File: src/rtl/music_seq_player_pkg.sv
// Shared widths, state encoding and song-format constants for the song sequencer.
package music_seq_player_pkg;

  localparam int unsigned NUM_TONES  = 7;
  localparam int unsigned PERIOD_W   = 8;
  localparam int unsigned NOTE_W     = 3;
  localparam int unsigned IDX_W      = 7;
  localparam int unsigned DUR_W      = 16;
  localparam int unsigned ADDR_W     = 16;
  localparam int unsigned DATA_W     = 32;
  localparam int unsigned SONG_W     = 5;
  localparam int unsigned SONG_SHIFT = 9;

  localparam logic [DATA_W-1:0] END_OF_SONG = 32'hFFFF_FFFF;

  typedef enum logic [1:0] {
    ST_RESET     = 2'd0,
    ST_IDLE      = 2'd1,
    ST_SET_NOTE  = 2'd2,
    ST_WAIT_NOTE = 2'd3
  } state_e;

endpackage

File: src/rtl/music_seq_player_multi_note_player.sv
// Seven free-running square-wave tone generators and the note-select output mux.
module multi_note_player
  import music_seq_player_pkg::*;
(
  input  logic                               clk,
  input  logic                               rst_n,
  input  logic [NUM_TONES-1:0][PERIOD_W-1:0] period,
  input  logic [NOTE_W-1:0]                  note_sel,
  output logic                               note
);

  logic [NUM_TONES-1:0][PERIOD_W-1:0] cnt_q, cnt_d;
  logic [NUM_TONES-1:0]               tone_q, tone_d;
  logic [NUM_TONES:0]                 tones;

  // Each generator toggles when its counter reaches the half-period setting.
  always_comb begin
    cnt_d  = cnt_q;
    tone_d = tone_q;
    for (int unsigned k = 0; k < NUM_TONES; k++) begin
      if (cnt_q[k] == period[k]) begin
        cnt_d[k]  = '0;
        tone_d[k] = ~tone_q[k];
      end else begin
        cnt_d[k] = cnt_q[k] + PERIOD_W'(1);
      end
    end
  end

  always_ff @(posedge clk or negedge rst_n) begin
    if (!rst_n) begin
      cnt_q  <= '0;
      tone_q <= '0;
    end else begin
      cnt_q  <= cnt_d;
      tone_q <= tone_d;
    end
  end

  // Select 0 is silence.
  assign tones = {tone_q, 1'b0};
  assign note  = tones[note_sel];

endmodule

File: src/rtl/music_seq_player.sv
// Song sequencer: fetches one note word per step from song memory and plays it for a set duration.
module music_seq_player
  import music_seq_player_pkg::*;
(
  input  logic                clk,
  input  logic                rst_n,
  input  logic [SONG_W-1:0]   song_sel,
  input  logic                start_song,
  output logic [1:0]          state,
  output logic                idle,
  input  logic [DUR_W-1:0]    note_duration,
  input  logic [PERIOD_W-1:0] note1_period,
  input  logic [PERIOD_W-1:0] note2_period,
  input  logic [PERIOD_W-1:0] note3_period,
  input  logic [PERIOD_W-1:0] note4_period,
  input  logic [PERIOD_W-1:0] note5_period,
  input  logic [PERIOD_W-1:0] note6_period,
  input  logic [PERIOD_W-1:0] note7_period,
  output logic [NOTE_W-1:0]   note_sel,
  output logic                note,
  output logic                memreq_val,
  output logic [ADDR_W-1:0]   memreq_addr,
  input  logic [DATA_W-1:0]   memresp_data
);

  state_e             state_q, state_d;
  logic [IDX_W-1:0]   idx_q, idx_d;
  logic [DUR_W-1:0]   cnt_q, cnt_d;
  logic [NOTE_W-1:0]  note_q, note_d;

  always_ff @(posedge clk or negedge rst_n) begin
    if (!rst_n) begin
      state_q <= ST_RESET;
      idx_q   <= '0;
      cnt_q   <= '0;
      note_q  <= '0;
    end else begin
      state_q <= state_d;
      idx_q   <= idx_d;
      cnt_q   <= cnt_d;
      note_q  <= note_d;
    end
  end

  // Next state plus note index, duration counter and latched note.
  always_comb begin
    state_d = state_q;
    idx_d   = idx_q;
    cnt_d   = cnt_q;
    note_d  = note_q;
    case (state_q)
      ST_RESET: state_d = ST_IDLE;
      ST_IDLE: begin
        if (start_song) begin
          state_d = ST_SET_NOTE;
          idx_d   = '0;
        end
      end
      ST_SET_NOTE: begin
        if (memresp_data == END_OF_SONG) begin
          state_d = ST_IDLE;
        end else begin
          note_d  = memresp_data[NOTE_W-1:0];
          cnt_d   = note_duration;
          idx_d   = idx_q + IDX_W'(1);
          state_d = ST_WAIT_NOTE;
        end
      end
      ST_WAIT_NOTE: begin
        if (cnt_q == '0) begin
          state_d = ST_SET_NOTE;
        end else begin
          cnt_d = cnt_q - DUR_W'(1);
        end
      end
      default: state_d = ST_RESET;
    endcase
  end

  // State-decoded outputs; the memory request is only live while fetching.
  always_comb begin
    idle        = 1'b0;
    note_sel    = '0;
    memreq_val  = 1'b0;
    memreq_addr = '0;
    case (state_q)
      ST_IDLE: idle = 1'b1;
      ST_SET_NOTE: begin
        memreq_val  = 1'b1;
        memreq_addr = (ADDR_W'(song_sel) << SONG_SHIFT) | (ADDR_W'(idx_q) << 2);
      end
      ST_WAIT_NOTE: note_sel = note_q;
      default: ;
    endcase
  end

  assign state = state_q;

  multi_note_player u_player (
    .clk      (clk),
    .rst_n    (rst_n),
    .period   ({note7_period, note6_period, note5_period, note4_period,
                note3_period, note2_period, note1_period}),
    .note_sel (note_sel),
    .note     (note)
  );

endmodule

File: config.mk
export PLATFORM = sky130hd
export DESIGN_NAME = music_seq_player
export DESIGN_NICKNAME = d
export VERILOG_FILES = /design/src/rtl/music_seq_player_pkg.sv /design/src/rtl/music_seq_player_multi_note_player.sv /design/src/rtl/music_seq_player.sv
export SDC_FILE = /design/constraint.sdc
export NUM_CORES = 1
export LEC_CHECK = 0
export BUFFER_PORTS_ARGS = -buffer_cell sky130_fd_sc_hd__buf_4
export CORE_MARGIN = 2
export CORE_UTILIZATION = 40
export CTS_BUF_LIST = sky130_fd_sc_hd__clkbuf_4 sky130_fd_sc_hd__clkbuf_8
export CTS_CLUSTER_DIAMETER = 120
export DETAILED_ROUTE_END_ITERATION = 7
export PLACE_DENSITY = 0.75
export SLEW_MARGIN = 5
export SYNTH_ARGS = -nofsm -noshare
export SYNTH_HDL_FRONTEND = slang
export SYNTH_SLANG_ARGS = --single-unit
File: constraint.sdc
create_clock -name clk -period 2.05 [get_ports clk]
set_input_delay 0.205 -clock clk [delete_from_list [all_inputs] [get_ports clk]]
set_output_delay 0.205 -clock clk [all_outputs]
set_load 0.02 [all_outputs]
==> summary.txt, run 1 <==
Floorplanning
  • Initial core utilization: between 40 and 50%
  • # rows: slightly above 40
  • Die X-Extent: 117 um
  • Die Span Y: between 100 and 150 um
  • Core area: between 10000 and 15000 um^2
  • Die area: 13700 um^2
  • IO Pins: about 140

Synth
  • Main synth FF type: dfrtp_1
  • Cells after synthesis: 515
  • EDFF count, synth: 0
  • Sequential fraction of the synthesis area: between 40 and 50%
  • Post-synth cell types: 55
  • Synth Cell Area: just over 5000 um^2
  • Mean Syn Cell Area: roughly 10 um^2
  • Ys async rst share: between 90% and 100%
  • Syn. warnings: 0
  • FF+latch count, synth: a little over 90

STA
  • Final Hold Vio Count: 0
  • Fmax: 506 MHz
  • Final Cycle Share: between 90% and 100%
  • Clk_skew: roughly 0.015 ns
  • RSZ-0062 raised after global routing: true
  • Tmin final: just under 2 ns
  • Final hold slack: about 0.036 ns
  • Setup-failing EPs final: 0
  • Slew Limit Fails: 0
  • Total negative slack: 0 ns
  • Slew @ Worst Pin: about 0.71 ns
  • Max-slew headroom: 52.7%

Setup path
  • Req. time, crit path: about 2.3 ns
  • Critical path launch point: cnt_q[0]
  • Critical path arrival: approximately 2.2 ns
  • CP endpoint kind: flip-flop
  • Worst Path Max Fanout: 6
  • Worst R2R Start: cnt_q[0]
  • Crit start category: flip-flop
  • Setup CP Type: flip-flop to flip-flop

CTS
  • Worst skew pair latency: between 0.3 and 0.4 ns
  • CTS tree: built
  • Clock transition at the registers of the reported paths: 0.09 ns
  • Root buf cell: clkbuf_8
  • H-tree levels: 3
  • CTS Buf Count: 9
  • Max clock buf depth: 2
  • Clk sinks: 91

Cells and area
  • Share of cells above drive strength 1: 28.0%
  • Seq. cell area: ~2300 um^2
  • Final instance area: 6640 um^2
  • Final nets: just under 800
  • Synth-to-Final Area Change: 30.1%
  • Fill cells: ~1200
  • Multi-input gate area: 2750 um^2
  • Diodes inserted: 0

Global route
  • First-pass GRT wire length: 19500 um
  • Vias in the first global route: approximately 4300
  • GRT overflow: 0
  • Initial antenna violation count: 0
  • Global Route Usage Sum: roughly 18%
  • Pin count of the biggest net entering global routing: slightly above 90

Route
  • Detailed Route WL: 12000 um
  • TritonRoute pass-1 iters: 4
  • Wire per inst: 14.3 um
  • Iteration-0 DRC count of the detailed router: around 290
  • Post-route DRC violation count: 0
  • Avg Vias per Cell: slightly above 5
  • DR vias: between 4000 and 5000
  • DRT antenna net count: 0

Placed design
  • Post-DP Area: 6330 um^2
  • Gpl congestion: ~0.85
  • I/O Buffers: ~130
  • Dpl hpwl: around 9100 um

Outcome
  • Status: complete, no violations

Min path
  • Worst Hold Launch: note_duration[10]
  • Hold Crit Class: input port to flip-flop

Pwr
  • Leak: between 0.002 and 0.003 uW
  • Maximum VDD drop: 0.688 mV
  • Total Power: 7910 uW
  • PD cells: approximately 1200 nW/um^2

Flow run
  • Max-capacitance violation count: 0
## through the flow
step                setup slack [ns]  utilization (%)  instances
floorplan                     0.0471                -        518
global placement              0.0862             50.6        819
finish                        0.0723             53.1        840
global route                 -0.0210             53.1        840
CTS                         0.000813             52.7        836
detailed placement            0.0195             50.6        819
## metal layers
metal / wire length (um) / track usage [%] / part of all wire, %
met5: 0 / 0 / 0
met4: 138 / 5.96 / 1.2
met3: 560 / 5.30 / 4.7
met2: 6210 / 30.6 / 52
met1: 5090 / 22.0 / 42
## report_power, final
| group | internal (uW) | total (uW) | switching [uW] |
|---|---|---|---|
| Clock | 871 | 1500 | 629 |
| Combinational | 1520 | 2870 | 1360 |
| Sequential | 2540 | 3540 | 997 |
## kinds of logic (layout without fill, tap and decap cells)
logic type,after synthesis,after routing,share of synthesized area (%)
flip-flops,91,91,44.6
AND/OR/NAND/NOR,231,231,24.0
XOR/XNOR,109,109,18.7
other,1,4,0.0734
multiplexers,4,4,1.03
buffers and inverters,18,168,2.08
adder cells (fa/ha/maj),9,9,2.21
AO/OA/AOI/OAI,52,52,7.28
## registers in the layout, summed over array words and instances (netlist names)
signal	count
cnt_q	16
idx_q	7
note_q	3
state	2
u_player.cnt_q	56
u_player.tone_q	7
## synth_stat cells, types with 2 or more instances
cell type / number / area share [%]
nor4_1: 7 / 0.86
nand4_1: 25 / 3.1
o21ai_1: 7 / 0.69
nand2_1: 26 / 1.9
nor3b_1: 2 / 0.29
o32ai_1: 2 / 0.34
nor4_2: 3 / 0.74
nor3_1: 5 / 0.49
o22ai_1: 3 / 0.37
or3_1: 2 / 0.24
nand3_1: 41 / 4.0
a311oi_1: 2 / 0.34
and3_1: 17 / 2.1
xnor2_1: 67 / 11
a21oi_1: 9 / 0.88
and2_1: 12 / 1.5
buf_6: 3 / 0.66
or4_4: 2 / 0.44
mux2i_1: 3 / 0.59
a211oi_1: 7 / 1.0
dfrtp_1: 91 / 45
buf_4: 4 / 0.59
a31oi_1: 2 / 0.24
a21oi_2: 2 / 0.34
inv_1: 2 / 0.15
o311ai_1: 3 / 0.51
nor2_1: 70 / 5.1
xor2_1: 42 / 7.2
o31ai_1: 2 / 0.29
ha_1: 9 / 2.2
o211ai_1: 5 / 0.74
clkbuf_1: 7 / 0.51
nor2b_1: 9 / 1.1
## worst paths after layout
kind                            slack [ns]  cells after the start            endpoint
worst max-delay path                  0.07                      7           cnt_q[15]
worst min-delay path                  0.04                      3           cnt_q[10]
worst max register to register        0.07                      7           cnt_q[15]
worst min register to register        0.47                      1  u_player.tone_q[3]
max in group asynchronous             1.24                      3           note_q[0]
min in group asynchronous             0.40                      3  u_player.cnt_q[20]
## critical path: stages (launching register included)
cell and delay (ns):
dfrtp_1 0.44, inv_1 0.08, ha_1 0.16, or3b_4 0.42
nor3_4 0.20, a21o_1 0.22, nand2_2 0.11, a32o_1 0.23
## cell usage in the layout, fill, tap and decap left out, drive strengths merged, types with 6 or more instances in the layout
cell	netlist	final
a211oi	7	7
a21oi	11	11
and2	13	13
and3	17	17
buf	8	148
clkbuf	7	12
dfrtp	91	91
ha	9	9
nand2	27	27
nand3	41	41
nand4	25	25
nor2	71	71
nor2b	9	9
nor3	6	6
nor4	11	11
o21ai	9	9
xnor2	67	67
xor2	42	42
## final cells by class
class	count	share of cell area (%)
well taps	172	3.24
inverters	3	0.169
flip-flops and latches	91	34.3
multi-input cells	409	41.4
repair buffers	149	17.1
clock inverters	4	1.47
clock buffers	12	2.30
## timing repair
| item | CTS | global route |
|---|---|---|
| setup endpoints to repair | 1 | 14 |
| pin swaps | 0 | 2 |
| buffers inserted | 0 | 4 |
| resized for setup | 1 | 6 |
| hold buffers | 1 | 0 |
| hold endpoints to repair | 91 | 0 |
Power figures use the tool's default switching activity.
==> inputs of run 2 (changes only) <==
Settings changed: PLACE_DENSITY 0.75 to 0.62.
==> summary.txt, run 2 (synthesis results as in run 1) <==
Outcome
  • Status: complete, no violations

STA
  • Slew Limit Fails: 0
  • Tmin final: 1.97 ns
  • RSZ-0062 raised after global routing: true
  • Fmax: 508 MHz
  • Final worst slack: between 0.08 and 0.09 ns
  • Max-slew headroom: about 48%
  • Clk_skew: between 0.009 and 0.01 ns
  • Total negative slack: 0 ns
  • Setup-failing EPs final: 0
  • Final Cycle Share: between 90% and 100%
  • Final Hold Vio Count: 0
  • Slew @ Worst Pin: 0.776 ns

Placed design
  • I/O Buffers: ~130
  • Dpl hpwl: between 8000 and 9000 um
  • Post-Place Cells: 822
  • Gpl congestion: 0.816
  • Post-place setup slack: 0.0299 ns

CTS
  • CTS tree: built
  • Clock transition at the registers of the reported paths: roughly 0.090 ns
  • Max clock buf depth: 2
  • Root buf cell: clkbuf_8
  • Clk sinks: about 90
  • H-tree levels: 3
  • CTS Buf Count: 9
  • Worst skew pair latency: around 0.36 ns

Cells and area
  • Diodes inserted: 0
  • Finished Layout Cells: approximately 840
  • Synth-to-Final Area Change: 29.5%
  • Share of cells above drive strength 1: between 20 and 30%
  • Commonest non-fill, non-tap cell in the layout: buf_4
  • Most flop-heavy register: u_player.cnt_q
  • Max reg flops: 56
  • Commonest cells after routing, fill and taps aside: buf_4, dfrtp_1, nor2_1, xnor2_1, xor2_1
  • Largest regs: u_player.cnt_q x56, cnt_q x16
  • Fill cells: 1201
  • Seq. cell area: roughly 2300 um^2
  • Multi-input gate area: 2760 um^2
  • Final nets: 787

Setup path
  • CP max-delay cell: dfrtp_1
  • Cell Chain, Critical Path: inv_1 -> ha_2 -> or3b_4 -> nor3_4 -> a21o_1 -> buf_4 -> nor4_1 -> o22ai_1
  • Crit path max-delay family: simple AND/OR/NAND/NOR gates
  • Reg2reg setup slack: approximately 0.08 ns
  • Critical path arrival: 2.26 ns
  • Crit-path max cell delay: around 0.42 ns
  • Setup CP Type: flip-flop to flip-flop
  • Req. time, crit path: between 2 and 2.5 ns
  • Buf/Inv on CP: 2
  • Worst Path Max Fanout: 8
  • CP endpoint kind: flip-flop
  • Crit start category: flip-flop
  • Worst R2R Start: cnt_q[1]
  • Critical path launch point: cnt_q[1]

Global route
  • Global Route Usage Sum: 17.8%
  • Vias in the first global route: about 4100
  • GR Util met3: under 10%
  • M2 GR Usage: between 20% and 30%
  • GRT overflow: 0
  • Pin count of the biggest net entering global routing: between 60 and 70
  • Initial antenna violation count: 0
  • Busiest grt layer: met2
  • Routing usage on met1: between 20% and 30%
  • First-pass GRT wire length: 19300 um

Route
  • DRT antenna net count: 0
  • Post-route DRC violation count: 0
  • DR vias: 4223
  • Wire per inst: 14.0 um
  • Avg Vias per Cell: roughly 5.0
  • Detailed Route WL: between 10000 and 15000 um
  • TritonRoute pass-1 iters: 4
  • Iteration-0 DRC count of the detailed router: 372

Pwr
  • PD cells: around 1200 nW/um^2
  • Maximum VDD drop: between 0.7 and 0.8 mV
  • Leak: roughly 0.003 uW
  • Total Power: between 7000 and 8000 uW

Min path
  • Worst Hold Launch: note_duration[10]
  • Hold Crit Class: input port to flip-flop

Floorplanning
  • Die area: around 14000 um^2
  • Die Span Y: 117 um
  • Die X-Extent: between 100 and 150 um
  • Core area: between 10000 and 15000 um^2
  • IO Pins: approximately 140
  • Initial core utilization: between 40% and 50%
  • # rows: just over 40

Flow run
  • Max-capacitance violation count: 0
run 2: changes by cell type in the layout (fill, tap and decap cells not counted), sizes merged:
cell,change
clkinv,+2
clkinvlp,-1
clkbuf,-1
buf,+3
bufinv,-2
run 2: worst paths after layout:
check	to	cells after the start
setup / recovery	cnt_q[3]	8
hold / removal	cnt_q[10]	3
setup reg to reg	cnt_q[3]	8
hold reg to reg	u_player.tone_q[3]	1
max in group asynchronous	note_q[0]	3
min in group asynchronous	u_player.cnt_q[27]	2
run 2: tightest hold or removal path, delay by kind of cell:
kind	cells	cell delay, ns
compound gates	1	0.07
buf+inv	1	0.07
simple gates	1	0.04
run 2: where the power goes:
| group | switching (uW) | internal, uW |
|---|---|---|
| logic | 1360 | 1530 |
| registers | 984 | 2540 |
| clock network | 611 | 594 |
| total | 2960 | 4670 |
run 2: layout make-up:
class                      count  area share, %
sequential                    91           34.5
clock buffer                  11           2.19
inverter                       3          0.170
multi-input combinational    409           41.8
clock inverter                 3          0.605
tap                          172           3.25
timing repair buffer         152           17.5
run 2: timing repair:
| item | in CTS | in global routing |
|---|---|---|
| setup buffers | 1 | 3 |
| gates cloned | 0 | 0 |
| hold buffers | 1 | 0 |
| endpoints found under the setup margin | 2 | 14 |
| hold endpoints to repair | 24 | 0 |
| gates resized for setup | 3 | 6 |
| pin swaps | 1 | 5 |
run 2: stage by stage:
stage / util, % / instance area, um^2 / hold WS [ns]
3_3_place_gp: 50.8 / 6350 / 0.136
2_1_floorplan: - / 5120 / -0.0906
4_1_cts: 52.4 / 6560 / 0.0230
5_1_grt: 52.8 / 6610 / 0.0287
6_report: 52.8 / 6610 / 0.0529
3_5_place_dp: 50.8 / 6350 / 0.138
run 2: layer usage:
layer | vias to the layer above | share of wire [%]
met5 | - | 0
met4 | 0 | 1.4
met1 | 2027 | 45
li1 | 2090 | -
met2 | 96 | 50
met3 | 10 | 3.7
==> inputs of run 3 (changes only) <==
Settings changed: CELL_PAD_IN_SITES_DETAIL_PLACEMENT set to 0, CELL_PAD_IN_SITES_GLOBAL_PLACEMENT set to 2, CORE_UTILIZATION 40 to 30, PLACE_DENSITY 0.62 to 0.74.
==> summary.txt, run 3 (synthesis results as in run 1) <==
Setup path
  • CP endpoint kind: output port
  • CP max-delay cell: mux4_2
  • Req. time, crit path: about 1.9 ns
  • Worst Path Max Fanout: 7
  • Crit-path max cell delay: 0.52 ns
  • Cell Chain, Critical Path: mux2i_1 -> mux4_2 -> nor2_4 -> buf_6
  • Critical path arrival: between 1.5 and 2 ns
  • Crit start category: flip-flop
  • Setup CP Type: flip-flop to output port

Route
  • Detailed Route WL: 12500 um
  • Wire per inst: between 10 and 15 um
  • DR vias: ~4300
  • DRT antenna net count: 0
  • Iteration-0 DRC count of the detailed router: about 160
  • Avg Vias per Cell: about 4.8
  • TritonRoute pass-1 iters: 4
  • Post-route DRC violation count: 0

CTS
  • Clk sinks: 91
  • Root buf cell: clkbuf_8
  • Clock transition at the registers of the reported paths: around 0.08 ns
  • CTS tree: built
  • CTS Buf Count: 9
  • H-tree levels: 3
  • Max clock buf depth: 2
  • Worst skew pair latency: between 0.3 and 0.4 ns

Pwr
  • Maximum VDD drop: ~0.46 mV
  • Leak: 0.00300 uW
  • Total Power: a little under 8000 uW
  • PD cells: ~1200 nW/um^2

Cells and area
  • Multi-input gate area: 2750 um^2
  • Synth-to-Final Area Change: 32.9%
  • Commonest cells after routing, fill and taps aside: buf_4, dfrtp_1, nor2_1, xnor2_1, xor2_1
  • Largest regs: u_player.cnt_q x56, cnt_q x16
  • Diodes inserted: 0
  • Core Util, Final: between 40 and 50%
  • Seq. cell area: around 2300 um^2
  • Max reg flops: 56
  • Share of cells above drive strength 1: 29.0%
  • Commonest non-fill, non-tap cell in the layout: buf_4
  • Final nets: a little under 800
  • Finished Layout Cells: between 800 and 900
  • Fill cells: approximately 1700
  • Most flop-heavy register: u_player.cnt_q

Global route
  • First-pass GRT wire length: 21200 um
  • GRT overflow: 0
  • Vias in the first global route: around 4300
  • Global Route Usage Sum: between 10 and 15%
  • Pin count of the biggest net entering global routing: 44
  • Initial antenna violation count: 0

STA
  • Total negative slack: 0 ns
  • Setup-failing EPs final: 0
  • Fmax: about 510 MHz
  • RSZ-0062 raised after global routing: true
  • Final Cycle Share: between 90% and 100%
  • Slew @ Worst Pin: 0.842 ns
  • Tmin final: between 1.5 and 2 ns
  • Final Hold Vio Count: 0
  • Clk_skew: 0.00681 ns
  • Slew Limit Fails: 0
  • Max-slew headroom: a little over two fifths

Placed design
  • Gpl congestion: around 0.8
  • Dpl hpwl: approximately 9700 um
  • I/O Buffers: roughly 130
  • Post-Place Cells: 880

Floorplanning
  • # rows: 47
  • IO Pins: between 100 and 150
  • Die Span Y: about 130 um
  • Die X-Extent: 134 um
  • Core area: 16600 um^2
  • Initial core utilization: 30.8%
  • Die area: between 15000 and 20000 um^2

Outcome
  • Status: complete, no violations

Flow run
  • Max-capacitance violation count: 0

Min path
  • Hold Crit Class: input port to flip-flop
[run 3: per-stage QoR]
step	hold slack (ns)	worst slack (ns)	area (um^2)
floorplan	-0.0906	0.0471	5120
global route	0.0231	-0.0211	6780
detailed placement	0.248	0.0507	6490
CTS	0.00735	0.00794	6750
finish	0.0402	0.0702	6780
global placement	0.235	0.115	6490
[run 3: final cells by class]
cell class                      instances  area share [%]
Sequential cell                        91            33.6
Clock inverter                          5            1.48
Multi-Input combinational cell        409            40.5
Tap cell                              220            4.06
Clock buffer                           11            2.14
Inverter                                3           0.166
Timing Repair Buffer                  160            18.0
[run 3: what timing repair did]
| item | in CTS | in global routing |
|---|---|---|
| hold buffers | 1 | 0 |
| pin swaps | 0 | 5 |
| buffers inserted | 0 | 2 |
| endpoints found under the hold margin | 41 | 0 |
| endpoints found under the setup margin | 1 | 12 |
| gates resized for setup | 3 | 5 |
[run 3: worst max-delay path: cells and delay by family, from the launching register on]
family	cells	cell delay (ns)
buffers and inverters	1	0.12
DFF	1	0.47
muxes	2	0.69
and+or+nand+nor	1	0.13
[run 3: path summary, 6_finish.rpt]
path | startpoint | to | slack [ns] | depth (start not counted)
max | note_q[0] | note | 0.07 | 4
min | start_song | state[0] | 0.04 | 2
max reg2reg | cnt_q[1] | cnt_q[3] | 0.11 | 8
min reg2reg | u_player.tone_q[5] | u_player.tone_q[5] | 0.47 | 1
max in group asynchronous | rst_n | u_player.tone_q[5] | 1.01 | 3
min in group asynchronous | rst_n | u_player.cnt_q[15] | 0.37 | 2
[run 3: report_power, final]
group,switching (uW),internal (uW)
Combinational,1350,1540
Clock,638,853
Sequential,1010,2540
Total,3000,4940
[run 3: routing by layer]
metal  up-vias  routed length [um]  global-route usage, %  share of wire [%]
li1       2118                   -                      -                  -
met2        83                6260                   23.7                 50
met3        11                 524                   3.60                4.2
met1      2065                5570                   18.9                 44
met4         0                 170                   3.98                1.4
met5         -                   0                      0                  0
